==> src/rtl/mor_acc.sv <==
// mor_acc: OR-accumulates BEATS input words into one frame result and holds it until consumed.
// Build option: define MOR_ACC_FLUSH_EN to add the Flush early frame-close input.
module mor_acc #(
  parameter int UUID      = 0,
  parameter     NAME      = "",
  parameter int BIT_WIDTH = 16,
  parameter int BEATS     = 4
) (
  input  logic                         clk,
  input  logic                         rst,
  input  logic [BIT_WIDTH-1:0]         In_data,
  input  logic                         In_valid,
  output logic                         In_ready,
  output logic [BIT_WIDTH-1:0]         Out_data,
  output logic                         Out_valid,
  input  logic                         Out_ready,
`ifdef MOR_ACC_FLUSH_EN
  input  logic                         Flush,
`endif
  output logic [$clog2(BEATS+1)-1:0]   Out_count
);

  localparam int CNT_W = $clog2(BEATS + 1);
  localparam logic [CNT_W-1:0] LAST = CNT_W'(BEATS - 1);

  // No child instances exist yet; identifiers are kept for hierarchy bookkeeping.
  localparam int unused_uuid = UUID;
  localparam     unused_name = NAME;

  typedef enum logic {ACCUM = 1'b0, HOLD = 1'b1} state_t;

  state_t               state;
  logic [BIT_WIDTH-1:0] acc;
  logic [CNT_W-1:0]     cnt;
  logic                 flush_req;

`ifdef MOR_ACC_FLUSH_EN
  assign flush_req = Flush;
`else
  assign flush_req = 1'b0;
`endif

  always_ff @(posedge clk) begin
    if (rst) begin
      state <= ACCUM;
      acc   <= '0;
      cnt   <= '0;
    end else begin
      case (state)
        ACCUM: begin
          if (In_valid) begin
            // First beat overwrites, so a finished frame never leaks into the next.
            acc <= (cnt == '0) ? In_data : (acc | In_data);
            cnt <= cnt + CNT_W'(1);
            if (cnt == LAST || flush_req)
              state <= HOLD;
          end else if (flush_req && cnt != '0) begin
            state <= HOLD;
          end
        end
        HOLD: begin
          if (Out_ready) begin
            state <= ACCUM;
            cnt   <= '0;
          end
        end
      endcase
    end
  end

  assign In_ready  = (state == ACCUM);
  assign Out_valid = (state == HOLD);
  assign Out_data  = acc;
  assign Out_count = cnt;

endmodule

==> config.mk <==
export PLATFORM = sky130hd
export DESIGN_NAME = mor_acc
export DESIGN_NICKNAME = d
export VERILOG_FILES = /design/src/rtl/mor_acc.sv
export SDC_FILE = /design/constraint.sdc
export NUM_CORES = 1
export LEC_CHECK = 0
export CORE_AREA = 2 2 53 55
export DETAILED_ROUTE_END_ITERATION = 10
export DIE_AREA = 0 0 55 57
export DONT_BUFFER_PORTS = 1
export SETUP_SLACK_MARGIN = 0.05
export SYNTH_ARGS = -nofsm -noshare
export SYNTH_HDL_FRONTEND = slang
export SYNTH_SLANG_ARGS = --single-unit
==> constraint.sdc <==
create_clock -name clk -period 1.1 [get_ports clk]
set_input_delay 0.11 -clock clk [delete_from_list [all_inputs] [get_ports clk]]
set_output_delay 0.11 -clock clk [all_outputs]
set_load 0.02 [all_outputs]
==> Word level (Yosys, flattened, before mapping) <==
Cells that the tools add are included.
{ "classes": {"add_sub_neg": 1, "n_eq_ne": 3, "mux": 8, "bitwise": 2, "reduce_logical": 3} }
{ "op_table": {"columns": ["cell", "n"], "rows": [
  ["$mux 16", 1],
  ["$or 16x16->16", 1],
  ["$mux 3", 2],
  ["$pmux 3 s2", 1],
  ["$ne 2x2->1 const B", 2],
  ["$reduce_and 2->1", 2],
  ["$add 3x1->3 const B", 1],
  ["$eq 3x2->1 const B", 1],
  ["$logic_not 3->1", 1],
  ["$mux 1", 3],
  ["$pmux 1 s2", 1],
  ["$not 1->1", 1]
]} }
{ "word_totals": {"regBits": 20, "in_bits": 20, "out_inout_bits": 21, "word_cells": 20} }

==> Logic depth before layout (Yosys ltp) <==
Gate-level depths: netlist (run 1).
{ "logic_depth": {"word_depth": 4, "ltp_mapped": 5, "ltp_nobuf": 4} }

==> Worst setup path before layout (run 1) <==
OpenSTA, ideal clock, no wires.
{ "synth_timing": {"kind": "flip-flop to flip-flop", "startpoint": "register cnt[0], in the netlist Out_count[0]", "endpoint": "register acc[0], in the netlist Out_data[0]", "setup_ps": 59, "arrival_time_ps": 1285, "t_required_ps": 1041, "path_slack_ps": -244, "path_stages_with_launch": 6, "path_buffers": 1, "synth_period_minus_slack_ps": 1344, "cell_sequence": "dfxtp_1 inv_1 ha_1 a31oi_4 buf_6 a22o_1"} }
{ "synth_via": {"elab_chain_cells": 2} }
{ "synth_lines": {"columns": ["element", "line_no", "rtl"], "rows": [
  ["start, declared", "34", "logic [CNT_W-1:0] cnt;"],
  ["start signal, assigned", "54", "cnt <= cnt + CNT_W'(1);"],
  ["$logic_not 3->1", "53", "acc <= (cnt == '0) ? In_data : (acc | In_data);"],
  ["$mux 16", "53", null],
  ["end signal, assigned", "53", null],
  ["end, declared", "33", "logic [BIT_WIDTH-1:0] acc;"]
]} }
Every way passes these cells.
A chain may end at the register's enable or synchronous reset.

==> Worst setup path after layout (run 1) <==
{ "layout_timing": {"startpoint": "register cnt[1], in the netlist Out_count[1]", "endpoint": "register acc[8], in the netlist Out_data[8]"} }
The elaborated chain is that of the path after synthesis.

==> summary.md, run 1 <==
| Metric | Value |
|---|---|
| Setup ws final | `-0.03976 ns` |
| Core box area | `0.002615 mm^2` |
| Num CTS Buffers | `3` |
| Num Clock Sinks | `20` |
| Global-route wire length before repair | `2449 um` |
| Final Wtd Congestion | `0.6521` |
| Largest net degree at the start of global routing | `17` |
| Post-route cell area | `0.001149 mm^2` |
| Post-Syn Area per Cell | `12.51 um^2` |
| Root Buffer | `clkbuf_4` |
| WL final | `1734 um` |
| Max H-tree Level | `1` |
| Cell Pwr Density | `1274 mW/mm^2` |
| RSZ-0062 raised after global routing | `true` |
| Via density per instance | `4.779` |
| Drt first pass iters | `2` |
| Area Overhead vs Synth | `58.28%` |
| Post-layout min period | `1.140 ns` |
| Crit-path max FO | `16` |
| Finish-stage setup viols | `12` |
| P_leak | `0.0004634 uW` |
| Initial core utilization | `27.75%` |
| Die Area | `0.003135 mm^2` |
| GRT Util Overall | `11.13%` |
| Clock-pin slew on the worst setup and hold paths | `0.11 ns` |
| Required @ worst endpoint | `1.29 ns` |
| Antenna viol nets, final | `0` |
| Largest cells by area after synthesis | `dfxtp_1, a22o_1, ha_1` |
| Register area share after synthesis | `55.17%` |
| Post-synth EDFFs | `0` |
| Chip height | `57 um` |
| Worst path cell trace | `inv_2 > ha_4 > a31oi_4 > buf_12 > a22o_1` |
| Post-synth design cell area | `725.7 um^2` |
| Setup TNS | `-0.2072 ns` |
| Vias | `583` |
| Max clock buf depth | `2` |
| Final hold violations | `0` |
| Yosys warning count | `0` |
| Slew margin rel. | `82.58%` |
| CP startpoint kind | `flip-flop` |
| Cell total after placement | `95` |
| Initial antenna violation count | `0` |
| Syn Nets | `81` |
| Avg WL per Cell | `14.21 um` |
| Failing checks | `negative setup slack` |
| Peak VDD IR | `0.6747 mV` |
| Yosys reg bits | `20` |
| Max-cap violations | `0` |
| Post-synth top area share | `55.17%` |
| # IOs | `41` |
| Crit. End Element | `flip-flop` |
| CTS tree | `built` |
| Gr ovfl total | `0` |
| WP data arrival | `1.33 ns` |
| Ys async rst share | `0%` |
| Main synth FF type | `dfxtp_1` |
| Worst-case clock skew | `0.009280 ns` |
| Synth area leader | `dfxtp_1` |
| DR iter-0 viols | `5` |
| Die width | `55 um` |
| Number of diodes | `0` |
| Setup CP Type | `flip-flop to flip-flop` |
| DRC violations left | `0` |
| Post-synth cell types | `14` |
| R2R setup slack | `-0.04 ns` |
| Status | `finished, violations left` |
| Layout cells sized above 1 | `37.36%` |
| Fin. max-slew vios | `0` |
| Row cnt | `19` |
| Worst-Margin Slew | `0.2610 ns` |
| Layout Cells excl Fill | `122` |
| Fmax | `877.4 MHz` |
| Vias in the first global route | `595` |
| Nets@finish | `115` |
| Slowest Stage Delay on Critical Path | `0.37 ns` |
| Crit share post-route | `103.6%` |
| Post-Syn Instances | `58` |
| PortBufs | `0` |
| Cell area after placement | `829.5 um^2` |
| Min-Delay Path Class | `input port to flip-flop` |
| Slowest cell on crit path | `dfxtp_4` |
| Clock Latency Late Sink | `0.29 ns` |
| Commonest cells post-synth | `dfxtp_1, a22o_1, inv_1, nor2_1, ha_1` |
| Count leader, synth | `dfxtp_1` |
## final cells by class
type	count	area [um^2]
fill	252	1466
sequential	20	412.9
multi-input combinational	32	336.6
timing repair buffer	31	314.1
tap	31	38.79
clock buffer	4	26.28
inverter	4	20.02
## power breakdown
group	total [uW]	internal, uW	switching [uW]
registers	861	772	89.2
logic	253	157	95.6
clock network	349	141	209
total	1460	1070	393
## worst max-delay path, delay by kind of cell, from the launching register on
| family | cells | cell delay [ns] |
|---|---|---|
| flip-flops | 1 | 0.37 |
| AO/OA/AOI/OAI | 2 | 0.31 |
| buffers and inverters | 2 | 0.22 |
| adder cells (fa/ha/maj) | 1 | 0.13 |
## sequential cells by signal (all words and copies together), names as in the netlist
signal     flops
Out_count      3
Out_data      16
Out_valid      1
## cell usage in the layout (no fill, tap or decap), drive strengths merged
master	instances
nor2	5
inv	4
ha	3
a2bb2oi	2
nor2b	1
a22o	16
dlygate4sd3	18
nand2b	1
buf	13
dfxtp	20
a22oi	1
a211oi	1
clkbuf	4
a31oi	1
mux2i	1
## path summary, 6_finish.rpt
| check | start | to | cells after the start |
|---|---|---|---|
| worst max register to register | Out_count[1] | Out_data[8] | 5 |
| worst min register to register | Out_count[0] | Out_count[0] | 3 |
| worst min-delay path | Out_ready | Out_count[0] | 3 |
| worst max-delay path | Out_count[1] | Out_data[8] | 5 |
## per-layer routing
layer	track usage, %	share of wire (%)	routed length, um
met3	4.450	11	183
met1	11.62	37	636
met5	0	0	0
met2	18.37	52	902
met4	6.272	0.69	12
## timing repair
item,in CTS,in global routing
endpoints found under the hold margin,20,1
gates resized for setup,7,5
pin swaps,2,1
hold buffers,17,1
setup endpoints to repair,19,22
setup buffers,5,0
## cell families (layout without fill, tap and decap cells)
logic type	after synthesis	in the layout	synth area share, %
compound gates	21	21	26.72
fa+ha+maj	3	3	5.173
buf+inv	6	39	5.172
flops	20	20	55.17
mux	1	1	1.379
simple gates	7	7	6.379
## metrics by stage
step | worst slack, ns | utilization (%) | total power (uW) | hold WS (ns)
final | -0.03976 | 43.92 | 1464 | 0.07367
after global routing | -0.09804 | 43.92 | 1550 | 0.06597
after CTS | -0.04381 | 42.44 | 1469 | 0.007216
after detailed placement | -0.1081 | 31.72 | 1029 | 0.1772
after global placement | -0.05771 | 31.72 | 1024 | 0.1778
after floorplan | -0.008712 | - | 992.4 | 0.1727
Note: power is estimated with default switching activity, not from simulation.
==> run 2: changes to the inputs <==
Settings changed: CTS_BUF_LIST set to sky130_fd_sc_hd__clkbuf_8.
==> run 2 against run 1 <==
Worst hold slack gained 0.0023 ns; setup slack lost 0.010 ns; wire length shrank 2.2%; combinational power is essentially flat; utilization grew 0.57 points; fmax shrank 0.87%; sequential power is essentially flat; the flow still finishes with violations (negative setup slack); sequential share of layout area shrank 0.46 points; power grew 7.9%; register-to-register slack is essentially flat.
==> summary.md, run 2 (synthesis gave the netlist of run 1 again) <==
| Metric | Value |
|---|---|
| Status | `finished, violations left` |
| Failing checks | `negative setup slack` |
| R2R Path Start | `Out_valid` |
| Clock-pin slew on the worst setup and hold paths | `0.07 ns (-0.04 ns)` |
| FF-to-FF End | `Out_data[3]` |
| Worst Hold End | `Out_valid` |
| Core box area | `0.002615 mm^2 (unchanged)` |
| Fin. max-slew vios | `0 (unchanged)` |
| Hold path depth | `2 (-1)` |
| CP top delay family | `flip-flops` |
| Num Clock Sinks | `20 (unchanged)` |
| R2R setup slack | `-0.05 ns (about the same)` |
| Vias in the first global route | `587 (-1.3%)` |
| Slowest cell on crit path | `dfxtp_4` |
| Final Wtd Congestion | `0.6521 (unchanged)` |
| Avg WL per Cell | `13.78 um (-3.0%)` |
| Crit. End Element | `flip-flop` |
| Layout cells sized above 1 | `34.78% (-2.6 points)` |
| Setup TNS | `-0.4527 ns (-0.2455 ns)` |
| Min-Delay Path Class | `input port to flip-flop` |
| Chip height | `57 um (unchanged)` |
| Reg2reg path depth | `4 (-1)` |
| Max-cap violations | `0 (unchanged)` |
| Cell Pwr Density | `1357 mW/mm^2 (+6.5%)` |
| Num CTS Buffers | `3 (unchanged)` |
| Fmax | `869.8 MHz (-0.87%)` |
| Max reg flops | `16 (unchanged)` |
| Peak VDD IR | `0.6415 mV (-4.9%)` |
| Commonest non-fill, non-tap cells in the layout | `dlygate4sd3_1, dfxtp_1, a22o_1, buf_4, nor2_1` |
| Layout Cells excl Fill | `123 (+0.82%)` |
| Antenna viol nets, final | `0 (unchanged)` |
| PortBufs | `0 (unchanged)` |
| Most common cell after layout, fill and taps aside | `dlygate4sd3_1` |
| WP data arrival | `1.30 ns (-0.03 ns)` |
| GRT Util Overall | `10.67% (-0.47 points)` |
| CTS tree | `built` |
| Crit share post-route | `104.5% (+0.91 points)` |
| Global-route wire length before repair | `2428 um (-0.86%)` |
| Final hold violations | `0 (unchanged)` |
| Die width | `55 um (unchanged)` |
| Gr ovfl total | `0 (unchanged)` |
| Max clock buf depth | `2 (unchanged)` |
| Max H-tree Level | `1 (unchanged)` |
| Setup CP Type | `flip-flop to flip-flop` |
| Required @ worst endpoint | `1.25 ns (-0.04 ns)` |
| WL final | `1695 um (-2.2%)` |
| DR iter-0 viols | `1 (-4)` |
| Clock Latency Late Sink | `0.25 ns (-0.04 ns)` |
| Crit-path max FO | `8 (-8)` |
| RSZ-0062 raised after global routing | `true` |
| Worst path cell trace | `nor2b_4 > a31oi_4 > clkbuf_16 > a22o_1` |
| Hold Crit Start | `Out_ready` |
| Worst-case clock skew | `0.005157 ns (-0.004123 ns)` |
| Slew margin rel. | `82.55% (about the same)` |
| CP startpoint kind | `flip-flop` |
| Cell total after placement | `95 (unchanged)` |
| Worst-Margin Slew | `0.2614 ns (+0.0004044 ns)` |
| Initial core utilization | `27.75% (unchanged)` |
| Nets@finish | `116 (+0.87%)` |
| Post-layout min period | `1.150 ns (+0.009995 ns)` |
| Number of diodes | `0 (unchanged)` |
| Buf/Inv on CP | `1 (-1)` |
| Largest net degree at the start of global routing | `17 (unchanged)` |
| DRC violations left | `0 (unchanged)` |
| Slowest Stage Delay on Critical Path | `0.36 ns (about the same)` |
| Die Area | `0.003135 mm^2 (unchanged)` |
| Initial antenna violation count | `0 (unchanged)` |
| Setup ws final | `-0.04975 ns (-0.009995 ns)` |
| Drt first pass iters | `3 (+1)` |
| Root Buffer | `clkbuf_8` |
| Row cnt | `19 (unchanged)` |
| P_leak | `0.0004828 uW (+4.2%)` |
| Finish-stage setup viols | `17 (+5)` |
| Via density per instance | `4.675 (-2.2%)` |
| Filler cells | `242 (-4.0%)` |
| Vias | `575 (-1.4%)` |
| Area Overhead vs Synth | `60.35%` |
| # IOs | `41 (unchanged)` |
[run 2: worst max path at each step]
| stage | to | depth (start not counted) | slack [ns] | startpoint |
|---|---|---|---|---|
| final | Out_data[3] | 4 | -0.05 | Out_valid |
| after global routing | Out_data[7] | 5 | -0.1 | Out_count[1] |
| after detailed placement | Out_data[5] | 4 | -0.11 | Out_count[1] |
| after floorplan | Out_data[0] | 5 | -0.009 | Out_count[1] |
| after global placement | Out_data[10] | 4 | -0.06 | Out_count[1] |
| after CTS | Out_data[8] | 5 | -0.04 | Out_count[1] |
[run 2: power breakdown]
part / switching (uW) / internal (uW)
logic: 93.3 / 159
clock network: 219 / 247
registers: 88.8 / 772
total: 401 / 1180
[run 2: metrics by stage]
step	utilization (%)	worst slack, ns	hold slack, ns	area (um^2)	total power (uW)
after floorplan	-	-0.008712	0.1727	753.2	992.4
after global placement	31.72	-0.05771	0.1778	829.5	1024
after detailed placement	31.72	-0.1081	0.1772	829.5	1029
after CTS	42.06	-0.04310	0.06363	1100	1576
after global routing	44.50	-0.09506	0.09484	1164	1668
final	44.50	-0.04975	0.07601	1164	1580
[run 2: layer usage]
metal | vias up | wire length (um) | global-route usage [%]
met3 | 2 | 164 | 3.927
li1 | 283 | - | -
met5 | - | 0 | 0
met1 | 264 | 677 | 11.95
met4 | 0 | 12 | 4.181
met2 | 26 | 840 | 17.86
[run 2: worst reg2reg max path, delay by kind of cell (launching register included)]
family	cells	cell delay, ns
DFF	1	0.36
AOI/OAI and AO/OA	2	0.35
buffers and inverters	1	0.18
and+or+nand+nor	1	0.16
[run 2: final cells by class]
cell class	count	area, um^2	area share, %
Inverter	4	20.02	1.720
Timing Repair Buffer	32	332.8	28.60
Clock inverter	1	3.754	0.3226
Multi-Input combinational cell	32	314.1	26.99
Tap cell	31	38.79	3.333
Clock buffer	3	41.29	3.548
Sequential cell	20	412.9	35.48
[run 2: repair_timing]
action,CTS,global route
hold buffers,17,0
resized for setup,5,2
hold endpoints to repair,20,0
buffers inserted,2,4
setup endpoints to repair,18,21
cloned,0,1
pin swaps,1,9
==> run 3: changes to the inputs <==
Settings changed: CORE_AREA 2 2 53 55 to 2 2 39 41, DIE_AREA 0 0 55 57 to 0 0 41 43, PLACE_DENSITY set to 0.73.
==> run 3 against run 2 <==
The flow still finishes with violations (negative setup slack); first-iteration DRC count increased to 7.0 times the previous value; via count is 0.87% lower; sequential power about the same; critical path type unchanged; clock skew decreased by 0.0027 ns.
==> summary.md, run 3 (synthesis gave the netlist of run 1 again) <==
| Metric | Value |
|---|---|
| Max clock buf depth | `2 (unchanged)` |
| Area Overhead vs Synth | `48.62%` |
| Fin. max-slew vios | `0 (unchanged)` |
| PortBufs | `0 (unchanged)` |
| Crit. End Element | `flip-flop` |
| Filler cells | `89 (-63%)` |
| Gr ovfl total | `0 (unchanged)` |
| Max-cap violations | `0 (unchanged)` |
| Vias in the first global route | `537 (-8.5%)` |
| Number of diodes | `0 (unchanged)` |
| Core box area | `0.001384 mm^2 (-47%)` |
| Setup ws final | `-0.03029 ns (+0.01946 ns)` |
| Most common cell after layout, fill and taps aside | `dlygate4sd3_1` |
| Final Wtd Congestion | `0.6699 (+2.7%)` |
| Die Area | `0.001763 mm^2 (-44%)` |
| DR iter-0 viols | `7 (+6)` |
| Layout Cells excl Fill | `104 (-15%)` |
| Hold Crit Start | `In_valid` |
| Global-route wire length before repair | `2118 um (-13%)` |
| FF-to-FF End | `Out_data[13]` |
| Max H-tree Level | `1 (unchanged)` |
| Crit-path max FO | `16 (+8)` |
| Largest net degree at the start of global routing | `17 (unchanged)` |
| Initial core utilization | `52.44% (+25 points)` |
| Dpl ws | `-0.09747 ns (+0.01062 ns)` |
| Storage cell area | `412.9 um^2 (unchanged)` |
| Worst Hold End | `Out_count[0]` |
| WL final | `1507 um (-11%)` |
| Avg WL per Cell | `14.49 um (+5.2%)` |
| DRC violations left | `0 (unchanged)` |
| RSZ-0062 raised after global routing | `true` |
| P_leak | `0.0004476 uW (-7.3%)` |
| Fin Hold WS | `0.06938 ns (-0.006631 ns)` |
| Via density per instance | `5.481 (+17%)` |
| Fmax | `884.7 MHz (+1.7%)` |
| Reg2reg path depth | `4 (unchanged)` |
| Setup CP Type | `flip-flop to flip-flop` |
| R2R Path Start | `Out_valid` |
| Peak VDD IR | `0.7375 mV (+15%)` |
| Multi-input logic area | `305.3 um^2 (-2.8%)` |
| Chip height | `43 um (-25%)` |
| Post-layout min period | `1.130 ns (-0.01946 ns)` |
| Num CTS Buffers | `3 (unchanged)` |
| Slew margin rel. | `82.49% (about the same)` |
| Worst-case clock skew | `0.002440 ns (-0.002716 ns)` |
| Cell total after placement | `79 (-17%)` |
| Required @ worst endpoint | `1.24 ns (about the same)` |
| Antenna viol nets, final | `0 (unchanged)` |
| Nets@finish | `112 (-3.4%)` |
| Row cnt | `14 (-5)` |
| Status | `finished, violations left` |
| Finish-stage setup viols | `9 (-8)` |
| Layout cells sized above 1 | `30.68% (-4.1 points)` |
| Cell Pwr Density | `1439 mW/mm^2 (+6.0%)` |
| Num Clock Sinks | `20 (unchanged)` |
| Crit share post-route | `102.8% (-1.8 points)` |
| Drt first pass iters | `3 (unchanged)` |
| Root Buffer | `clkbuf_8` |
| CTS tree | `built` |
| Final hold violations | `0 (unchanged)` |
| Vias | `570 (-0.87%)` |
| Hold path depth | `2 (unchanged)` |
| Min-Delay Path Class | `input port to flip-flop` |
| Clock-pin slew on the worst setup and hold paths | `0.07 ns (about the same)` |
| # IOs | `41 (unchanged)` |
| Initial antenna violation count | `0 (unchanged)` |
| Commonest non-fill, non-tap cells in the layout | `dlygate4sd3_1, dfxtp_1, a22o_1, buf_4, nor2_1` |
| Clock Latency Late Sink | `0.25 ns (about the same)` |
| Failing checks | `negative setup slack` |
| Max reg flops | `16 (unchanged)` |
| GRT Util Overall | `17.73% (+7.1 points)` |
| CP startpoint kind | `flip-flop` |
| WP data arrival | `1.27 ns (-0.03 ns)` |
| Final Power | `1552 uW (-1.8%)` |
| Setup TNS | `-0.1256 ns (+0.3271 ns)` |
| R2R setup slack | `-0.03 ns (+0.02 ns)` |
| Worst-Margin Slew | `0.2622 ns (+0.0008341 ns)` |
| Die width | `41 um (-25%)` |
run 3: cell types whose count changed in the layout (fill, tap and decap cells not counted), sizes merged:
cell,previous run,this run
clkinv,0,1
inv,5,4
buf,14,11
clkbuf,4,3
run 3: layout make-up:
class / instances / area share, %
Multi-Input combinational cell: 32 / 28.31
Inverter: 4 / 2.088
Sequential cell: 20 / 38.28
Clock inverter: 1 / 0.3480
Timing Repair Buffer: 28 / 25.29
Tap cell: 16 / 1.856
Clock buffer: 3 / 3.828
run 3: worst max-delay path: stages, from the launching register on:
cell,delay [ns]
dfxtp_4,0.37
nor2b_4,0.16
a31oi_4,0.11
buf_12,0.16
a22o_1,0.23
run 3: metrics by stage:
step	util [%]	instance area, um^2
3_5_place_dp	58.05	803.3
4_1_cts	75.23	1041
2_1_floorplan	-	753.2
6_report	77.94	1079
3_3_place_gp	58.05	803.3
5_1_grt	77.94	1079
run 3: worst max path at each step:
stage	startpoint	end	slack, ns	depth (start not counted)
after global placement	Out_count[1]	Out_data[13]	-0.06	4
after detailed placement	Out_count[0]	Out_data[13]	-0.1	4
final	Out_valid	Out_data[13]	-0.03	4
after global routing	Out_valid	Out_data[13]	-0.06	4
after floorplan	Out_count[1]	Out_data[0]	-0.009	5
after CTS	Out_count[0]	Out_count[2]	-0.03	4
run 3: what timing repair did:
action	4_1_cts	5_1_grt
pin swaps	2	0
setup buffers	4	0
resized for setup	0	7
hold endpoints to repair	19	5
setup endpoints to repair	18	20
hold buffers	15	2
run 3: routing by layer:
metal	global-route usage, %	vias up	share of wire [%]	wire length (um)
met1	19.54	269	40	605
met4	10.00	0	1.2	18
met2	29.06	22	52	780
met5	0	-	0	0
li1	-	277	-	-
met3	4.188	2	6.8	103
run 3: power breakdown:
part / total (uW) / switching [uW] / internal, uW / leakage, uW
Sequential: 862 / 89.8 / 772 / 0.000168
Clock: 469 / 221 / 248 / 0.0000231
Combinational: 220 / 84.4 / 136 / 0.000257
Total: 1550 / 396 / 1160 / 0.000448
